$ cat src/rtl/task_responder_pkg.sv
// Shared types for the task responder: opcodes, FSM states and the request record.
package task_responder_pkg;

  localparam int REQ_W = 8;

  typedef enum logic [1:0] {
    OP_NOP = 2'd0,
    OP_ADD = 2'd1,
    OP_SUB = 2'd2,
    OP_MUL = 2'd3
  } op_e;

  typedef enum logic [1:0] {
    S_IDLE = 2'd0,
    S_EXEC = 2'd1,
    S_DONE = 2'd2
  } state_e;

  typedef struct packed {
    op_e              op;
    logic [REQ_W-1:0] a;
    logic [REQ_W-1:0] b;
  } req_t;

endpackage

$ cat src/rtl/task_responder_serial_mul.sv
// Unsigned shift-add multiplier, one multiplier bit per cycle, LSB first.
// The load cycle already folds in bit 0, so the product settles WIDTH-1 cycles after load.
module serial_mul #(
  parameter int WIDTH = 8
) (
  input  logic               Clk,
  input  logic               Rst_n,
  input  logic               load,
  input  logic [WIDTH-1:0]   a,
  input  logic [WIDTH-1:0]   b,
  output logic [2*WIDTH-1:0] product,
  output logic               valid
);

  localparam int CNT_W = (WIDTH > 2) ? $clog2(WIDTH) : 1;

  logic [2*WIDTH-1:0] r_acc;
  logic [2*WIDTH-1:0] r_mcand;
  logic [WIDTH-1:0]   r_mplier;
  logic [CNT_W-1:0]   r_cnt;

  always_ff @(posedge Clk or negedge Rst_n) begin
    if (!Rst_n) begin
      r_cnt <= '0;
    end else if (load) begin
      r_cnt <= CNT_W'(WIDTH - 1);
    end else if (r_cnt != '0) begin
      r_cnt <= r_cnt - 1'b1;
    end
  end

  // Once the multiplier has shifted out, further steps leave the accumulator unchanged.
  always_ff @(posedge Clk) begin
    if (load) begin
      r_acc    <= b[0] ? {{WIDTH{1'b0}}, a} : '0;
      r_mcand  <= {{(WIDTH-1){1'b0}}, a, 1'b0};
      r_mplier <= {1'b0, b[WIDTH-1:1]};
    end else begin
      if (r_mplier[0]) r_acc <= r_acc + r_mcand;
      r_mcand  <= r_mcand << 1;
      r_mplier <= r_mplier >> 1;
    end
  end

  assign product = r_acc;
  assign valid   = (r_cnt == '0);

endmodule

$ cat src/rtl/task_responder.sv
// Target-side task engine: accepts NOP/ADD/SUB/MUL requests, runs them and
// returns Result with a Done pulse; one skid entry absorbs a back-to-back call.
module task_responder
  import task_responder_pkg::*;
#(
  parameter int WIDTH = REQ_W
) (
  input  logic               Clk,
  input  logic               Rst_n,
  input  logic               Start,
  input  logic [1:0]         Op,
  input  logic [WIDTH-1:0]   OperandA,
  input  logic [WIDTH-1:0]   OperandB,
  output logic               Ready,
  output logic               Busy,
  output logic               Done,
  output logic [2*WIDTH-1:0] Result,
  output logic               Dropped
);

  localparam int CNT_W = $clog2(WIDTH + 1);

  state_e             r_state;
  logic [CNT_W-1:0]   r_cnt;
  logic               r_pend_vld;
  req_t               r_pend;
  req_t               r_cur;
  logic               r_busy;
  logic               r_done;
  logic               r_dropped;
  logic [2*WIDTH-1:0] r_result;

  state_e             w_state_nx;
  req_t               w_in_req;
  req_t               w_launch_req;
  logic               w_launch;
  logic               w_store;
  logic               w_accept;
  logic               w_exec_end;
  logic               w_mul_valid;
  logic [2*WIDTH-1:0] w_mul_product;

  function automatic logic [2*WIDTH-1:0] add_res(input logic [WIDTH-1:0] a,
                                                 input logic [WIDTH-1:0] b);
    return {{(WIDTH-1){1'b0}}, ({1'b0, a} + {1'b0, b})};
  endfunction

  function automatic logic [2*WIDTH-1:0] sub_res(input logic [WIDTH-1:0] a,
                                                 input logic [WIDTH-1:0] b);
    return {{WIDTH{1'b0}}, (a - b)};
  endfunction

  assign Ready    = ~r_pend_vld;
  assign w_accept = Start & ~r_pend_vld;
  assign w_in_req = '{op: op_e'(Op), a: OperandA, b: OperandB};

  assign w_exec_end = (r_state == S_EXEC) && (r_cnt == CNT_W'(1)) &&
                      ((r_cur.op != OP_MUL) || w_mul_valid);

  serial_mul #(.WIDTH(WIDTH)) u_mul (
    .Clk     (Clk),
    .Rst_n   (Rst_n),
    .load    (w_launch),
    .a       (w_launch_req.a),
    .b       (w_launch_req.b),
    .product (w_mul_product),
    .valid   (w_mul_valid)
  );

  // A pending entry always wins over a fresh Start in DONE; Ready is low then anyway.
  always_comb begin
    w_state_nx   = r_state;
    w_launch     = 1'b0;
    w_store      = 1'b0;
    w_launch_req = w_in_req;
    case (r_state)
      S_IDLE: w_launch = w_accept;
      S_EXEC: begin
        w_store = w_accept;
        if (w_exec_end) w_state_nx = S_DONE;
      end
      S_DONE: begin
        if (r_pend_vld) begin
          w_launch     = 1'b1;
          w_launch_req = r_pend;
        end else if (w_accept) begin
          w_launch = 1'b1;
        end else begin
          w_state_nx = S_IDLE;
        end
      end
      default: w_state_nx = S_IDLE;
    endcase
    if (w_launch) w_state_nx = (w_launch_req.op == OP_NOP) ? S_DONE : S_EXEC;
  end

  always_ff @(posedge Clk or negedge Rst_n) begin
    if (!Rst_n) begin
      r_state    <= S_IDLE;
      r_cnt      <= '0;
      r_pend_vld <= 1'b0;
      r_busy     <= 1'b0;
      r_done     <= 1'b0;
      r_dropped  <= 1'b0;
      r_result   <= '0;
    end else begin
      r_state   <= w_state_nx;
      r_busy    <= (w_state_nx != S_IDLE);
      r_done    <= (w_state_nx == S_DONE);
      r_dropped <= Start & r_pend_vld;
      if (w_launch) begin
        r_cnt <= (w_launch_req.op == OP_MUL) ? CNT_W'(WIDTH) : CNT_W'(1);
      end else if (r_state == S_EXEC) begin
        r_cnt <= r_cnt - 1'b1;
      end
      if (w_store) begin
        r_pend_vld <= 1'b1;
      end else if (r_state == S_DONE) begin
        r_pend_vld <= 1'b0;
      end
      if (w_exec_end) begin
        case (r_cur.op)
          OP_ADD:  r_result <= add_res(r_cur.a, r_cur.b);
          OP_SUB:  r_result <= sub_res(r_cur.a, r_cur.b);
          OP_MUL:  r_result <= w_mul_product;
          default: r_result <= r_result;
        endcase
      end
    end
  end

  always_ff @(posedge Clk) begin
    if (w_launch) r_cur  <= w_launch_req;
    if (w_store)  r_pend <= w_in_req;
  end

  assign Busy    = r_busy;
  assign Done    = r_done;
  assign Dropped = r_dropped;
  assign Result  = r_result;

endmodule

$ cat config.mk
export PLATFORM = sky130hd
export DESIGN_NAME = task_responder
export DESIGN_NICKNAME = d
export VERILOG_FILES = /design/src/rtl/task_responder_pkg.sv /design/src/rtl/task_responder_serial_mul.sv /design/src/rtl/task_responder.sv
export SDC_FILE = /design/constraint.sdc
export NUM_CORES = 1
export LEC_CHECK = 0
export CAP_MARGIN = 20
export CORE_AREA = 2 2 112 114
export DETAILED_ROUTE_END_ITERATION = 8
export DIE_AREA = 0 0 114 116
export MAX_ROUTING_LAYER = met4
export PLACE_DENSITY = 0.69
export SLEW_MARGIN = 40
export SYNTH_ARGS = -nofsm -noshare
export SYNTH_HDL_FRONTEND = slang
export SYNTH_SLANG_ARGS = --single-unit
export TNS_END_PERCENT = 50
$ cat constraint.sdc
create_clock -name Clk -period 4.7 [get_ports Clk]
set_input_delay 0.94 -clock Clk [delete_from_list [all_inputs] [get_ports Clk]]
set_output_delay 0.94 -clock Clk [all_outputs]
set_load 0.03 [all_outputs]
# Yosys cells after proc, flatten, opt, wreduce, memory -nomap -nowiden
# Index checks and enable logic that the tools add are counted.
# Widths: inputs -> output; s select.
dict set report totals {
  ff_bits 104
  latch_bits 0
  ram_bits 0
  mem_bits_ro 0
  output_inout_bits 20
  wordCells 74
  mem_count 0
}
dict set report op_classes {
  n_addsub 5
  n_mul 0
  n_div 0
  magnitude_cmp 0
  n_eq_ne 9
  shift 0
  muxes 25
  bitwise_logic 3
  reduce_logical 14
}
# cell n
set op_table {}
lappend op_table {{$pmux 16 s3} 1}
lappend op_table {{$mux 18} 2}
lappend op_table {{$mux 16} 2}
lappend op_table {{$add 16x16->16} 1}
lappend op_table {{$mux 4} 3}
lappend op_table {{$eq 2x2->1 const B} 5}
lappend op_table {{$mux 2} 5}
lappend op_table {{$reduce_bool 2->1} 5}
lappend op_table {{$add 8x8->9} 1}
lappend op_table {{$mux 9} 1}
lappend op_table {{$mux 8} 1}
lappend op_table {{$sub 8x8->8} 1}
lappend op_table {{$mux 7} 1}
lappend op_table {{$mux 3} 2}
lappend op_table {{$pmux 2 s3} 1}
lappend op_table {{$reduce_bool 3->1} 2}
lappend op_table {{$mux 1} 5}
lappend op_table {{$eq 2x1->1 const B} 2}
lappend op_table {{$eq 4x1->1 const B} 1}
lappend op_table {{$logic_not 2->1} 2}
lappend op_table {{$sub 4x1->4 const B} 1}
lappend op_table {{$logic_not 3->1} 1}
lappend op_table {{$sub 3x1->3 const B} 1}
lappend op_table {{$and 1x1->1} 2}
lappend op_table {{6 further kinds} 7}

# Longest topological paths before layout
dict set report logic_depth {
  depth_word 7
  depth_mapped 9
}

# Modules after synthesis
# Synthesis repeated with hierarchy kept, for this count alone.
dict set report hier_totals {
  hier_cells 503
  hier_area_um2 5569.1
}
# mod instances cells_per_inst area_per_inst_um2 seq_area_each_um2
set modules_own_cells {}
lappend modules_own_cells {task_responder 1 306 3469.6 1731.7}
lappend modules_own_cells {serial_mul 1 197 2099.5 996.0}

# Worst setup path after synthesis
# OpenSTA, ideal clock, no wires.
dict set report synth_timing {
  kind {input -> register}
  start {input Start}
  end {register u_mul.r_acc[5], in the netlist u_mul.product[5], data pin}
  setup_ns 0.301
  arrival_time_ns 2.427
  path_slack_ns 1.972
  path_stages 6
  cell_sequence {mux2i_1 > or2_2 > clkbuf_1 > clkinv_1 > buf_1 > o22ai_1}
}
dict set report synth_between {
  elab_chain_len 5
}
# item line
set synth_lines {}
lappend synth_lines {{start, declared} task_responder.sv:10} ;# input logic Start,
lappend synth_lines {{$and 1x1->1 (*)} task_responder.sv:54} ;# assign w_accept = Start & ~r_pend_vld;
lappend synth_lines {{$mux 1} task_responder.sv:86} ;# end else if (w_accept) begin
lappend synth_lines {{$mux 1} task_responder.sv:83} ;# if (r_pend_vld) begin
lappend synth_lines {{$pmux 1 s2 (*)} task_responder.sv:76} ;# case (r_state)
lappend synth_lines {{via u_mul.load} task_responder_serial_mul.sv:8} ;# input logic load,
lappend synth_lines {{$mux 16 (*)} task_responder_serial_mul.sv:34} ;# if (load) begin
lappend synth_lines {{end signal, assigned} task_responder_serial_mul.sv:35} ;# r_acc <= b[0] ? {{WIDTH{1'b0}}, a} : '0;
lappend synth_lines {{end signal, assigned} task_responder_serial_mul.sv:39} ;# if (r_mplier[0]) r_acc <= r_acc + r_mcand;
lappend synth_lines {{end, declared} task_responder_serial_mul.sv:17} ;# logic [2*WIDTH-1:0] r_acc;
# Mark *: on every way through the listed nets, which the timed path passes. The rest lies on a longest branch.
# A chain may end at the register's enable or synchronous reset.

# Worst setup path in the final report
dict set report layout_timing {
  start {input Start}
  end {register u_mul.r_acc[3], in the netlist u_mul.product[3], enable pin}
}
dict set report layout_between {
  elab_chain_len 5
}
# item line
set layout_lines {}
lappend layout_lines {{$and 1x1->1 (*)} task_responder.sv:54}
lappend layout_lines {{$mux 1} task_responder.sv:86}
lappend layout_lines {{$mux 1} task_responder.sv:83}
lappend layout_lines {{$pmux 1 s2 (*)} task_responder.sv:76}
lappend layout_lines {{$reduce_bool 2->1 (no source line) (*)} --}
# Mark *: on every way between the ends. The rest lies on a longest branch, timed or not.

==> flow_metrics.tcl <==
set metrics [dict create \
    outcome "finished clean" \
    final_cell_mix "nand2_1 (56), edfxtp_1 (52), clkdlybuf4s50_1 (40)" \
    synth_cell_type_count 56 \
    avgSynthCellArea_um2 10.9 \
    async_flop_share_pct 28.2 \
    path_max_fanout 46 \
    critPathLaunch "Start" \
    cts_tree "done" \
    finalSetupViolations 0 \
    cts_buffers 9 \
    critPathCaptureType "flip-flop" \
    drc 0 \
    synth_compound_area_share_pct 13.3 \
    synth_top_family_by_area "compound AO/OA/AOI/OAI gates" \
    post_cts_buffers 0 \
    synthMuxAreaShare_pct 6.00 \
    vdd_drop_max_uv 132 \
    cts_root_buffer "clkbuf_16" \
    synth-seq-cells 103 \
    final_common_cell "nand2_1" \
    synth_fa_ha_area_share_pct 8.99 \
    yosysWarnings 0 \
    nets 580 \
    synth_edf_count 52 \
    hold_viol 0 \
    htree_levels 3 \
    max_freq_ghz 0.382 \
    clk_path_buf_depth 2 \
    synth_area_mm2 0.00526 \
    antenna_found_initial 0 \
    synth-xor-area-share_pct 3.00 \
    finClkSkew_ns 0.00845 \
    drtIter0Drc 282 \
    worst_pin_slew_ns 0.834 \
    synth-simple-area-share_pct 13.2 \
    diodes 0 \
    critical_path_arrival_ns 2.55 \
    slew_headroom_pct 44.4 \
    grt_pass1_wl_mm 17.4 \
    maxSlewViolCount 0 \
    globalplace.congestion 0.853 \
    grt_usage_pct 17.4 \
    synth.net_count 540 \
    wirelength_mm 10.4 \
    ys.flop_type "edfxtp_1" \
    initial_utilization_pct 44.1 \
    dp_hpwl_mm 7.70 \
    cts.sinks 103 \
    startpoint_type "input port" \
    drtAntennaViolNets 0 \
    cts_resized 0 \
    hp-class "reg2reg" \
    drive_above_1_share_pct 7.01 \
    routedWlPerCell_um 15.4 \
    tns_ns 0 \
    vias_per_cell 5.34 \
    powerDensity_mw_per_mm2 280 \
    ys_seq_area_share_pct 51.9 \
    ios 41 \
    portBuffers 40 \
    clk_pin_slew_worst_paths_ns 0.07 \
    rows 40 \
    drtPass1Iterations 5 \
    syn_inst 483 \
    grt_setup_unrepaired "no" \
    coreArea_mm2 0.0119 \
    post-route-period-util_pct 55.7 \
    syn2layout_area_growth_pct 15.9 \
    fill_cells 1054 \
    grt_max_degree 47 \
    worstHoldStart "u_mul.r_mplier[6]" \
    via_count 3602 \
    die_w_um 114 \
    min_period_ns 2.62 \
    dp_slack_ns 1.39 \
    fp.dieArea_mm2 0.0132 \
    setup_slack_ns 2.08 \
    p_leak_nw 2.62 \
    max_cap_violations 0 \
    worst_skew_pair.late_latency_ns 0.35 \
    grt_pass1_vias 3572 \
    globalRouteOverflowTotal 0 \
    die_h_um 116 \
    cts_hold_buf 0 \
    critPathKind "in2reg" \
    worstPathRequired_ns 4.64 \
    worstReg2RegStart "u_mul.r_cnt[0]" \
]
[sequential cells by signal, indices dropped and copies added, names as in the netlist]
register        flops
r_cur              18
u_mul.product      16
Done                1
u_mul.r_cnt         3
r_cnt               4
r_pend_vld          1
r_pend             18
r_state             2
Dropped             1
Result             16
u_mul.r_mcand      15
Busy                1
u_mul.r_mplier      7
[critical path, stage by stage]
cell             delay, ns
clkdlybuf4s50_1       0.43
mux2i_1               0.18
or2_4                 0.46
nand2b_1              0.53
[synthesized netlist by cell type, types with 5 or more instances]
master,number,area (um^2)
nand2_1,56,210
edfxtp_1,52,1560
ha_1,33,413
nor2_1,31,116
dfrtp_1,29,726
inv_1,29,109
a21oi_1,24,120
o21ai_0,23,115
dfxtp_1,22,440
mux2i_1,18,180
mux2_2,12,135
clkbuf_1,10,37.5
nand2b_1,10,62.6
xnor2_1,10,87.6
a21o_1,9,67.6
and2_1,9,56.3
nand3_1,9,45.0
a22o_1,8,70.1
xor2_1,8,70.1
nor2b_1,7,43.8
o22ai_1,7,43.8
nor3_1,6,30.0
nand4_1,5,31.3
[power by group]
| part | internal, W | switching [W] |
|---|---|---|
| clock network | 0.000378 | 0.000338 |
| logic | 0.0000240 | 0.0000231 |
| registers | 0.000945 | 0.00000160 |
[metal layers]
layer / up-vias / global-route usage, % / share of wire, %
li1: 1800 / - / -
met1: 1730 / 23.6 / 49
met2: 60 / 26.8 / 46
met3: 12 / 2.98 / 3.3
met4: 0 / 5.61 / 1.4
met5: - / - / 0
[kinds of logic after synthesis]
| logic type | count (synthesis) |
|---|---|
| adder cells (fa/ha/maj) | 36 |
| multiplexers | 30 |
| buffers and inverters | 46 |
| AND/OR/NAND/NOR | 145 |
| flip-flops | 103 |
| AO/OA/AOI/OAI | 105 |
| XOR/XNOR | 18 |
[final cells by class]
class,count,area (um^2),area share [%]
clock buffers,10,239,3.92
flip-flops and latches,103,2730,44.8
inverters,30,113,1.85
clock inverters,6,42.5,0.698
multi-input cells,334,2350,38.6
repair buffers,45,438,7.19
well taps,147,184,3.02
[through the flow]
step | hold slack [ns] | total power, W | area (um^2) | util [%] | instances
floorplan | 0.399 | 0.000981 | 5260 | - | 483
global placement | 0.402 | 0.00101 | 5810 | 48.7 | 659
detailed placement | 0.414 | 0.00101 | 5810 | 48.8 | 659
CTS | 0.437 | 0.00173 | 6090 | 51.1 | 675
global route | 0.449 | 0.00176 | 6090 | 51.2 | 675
finish | 0.433 | 0.00171 | 6090 | 51.2 | 675
[worst paths after layout]
check | slack [ns] | endpoint | cells after the start
min reg2reg | 0.43 | u_mul.r_mplier[5] | 2
max in group asynchronous | 3.44 | Result[3] | 2
max reg2reg | 2.14 | Result[6] | 7
min in group asynchronous | 0.97 | Done | 2
min | 0.43 | u_mul.r_mplier[5] | 2
max | 2.08 | u_mul.product[3] | 4
Note: power is estimated with default switching activity, not from simulation.
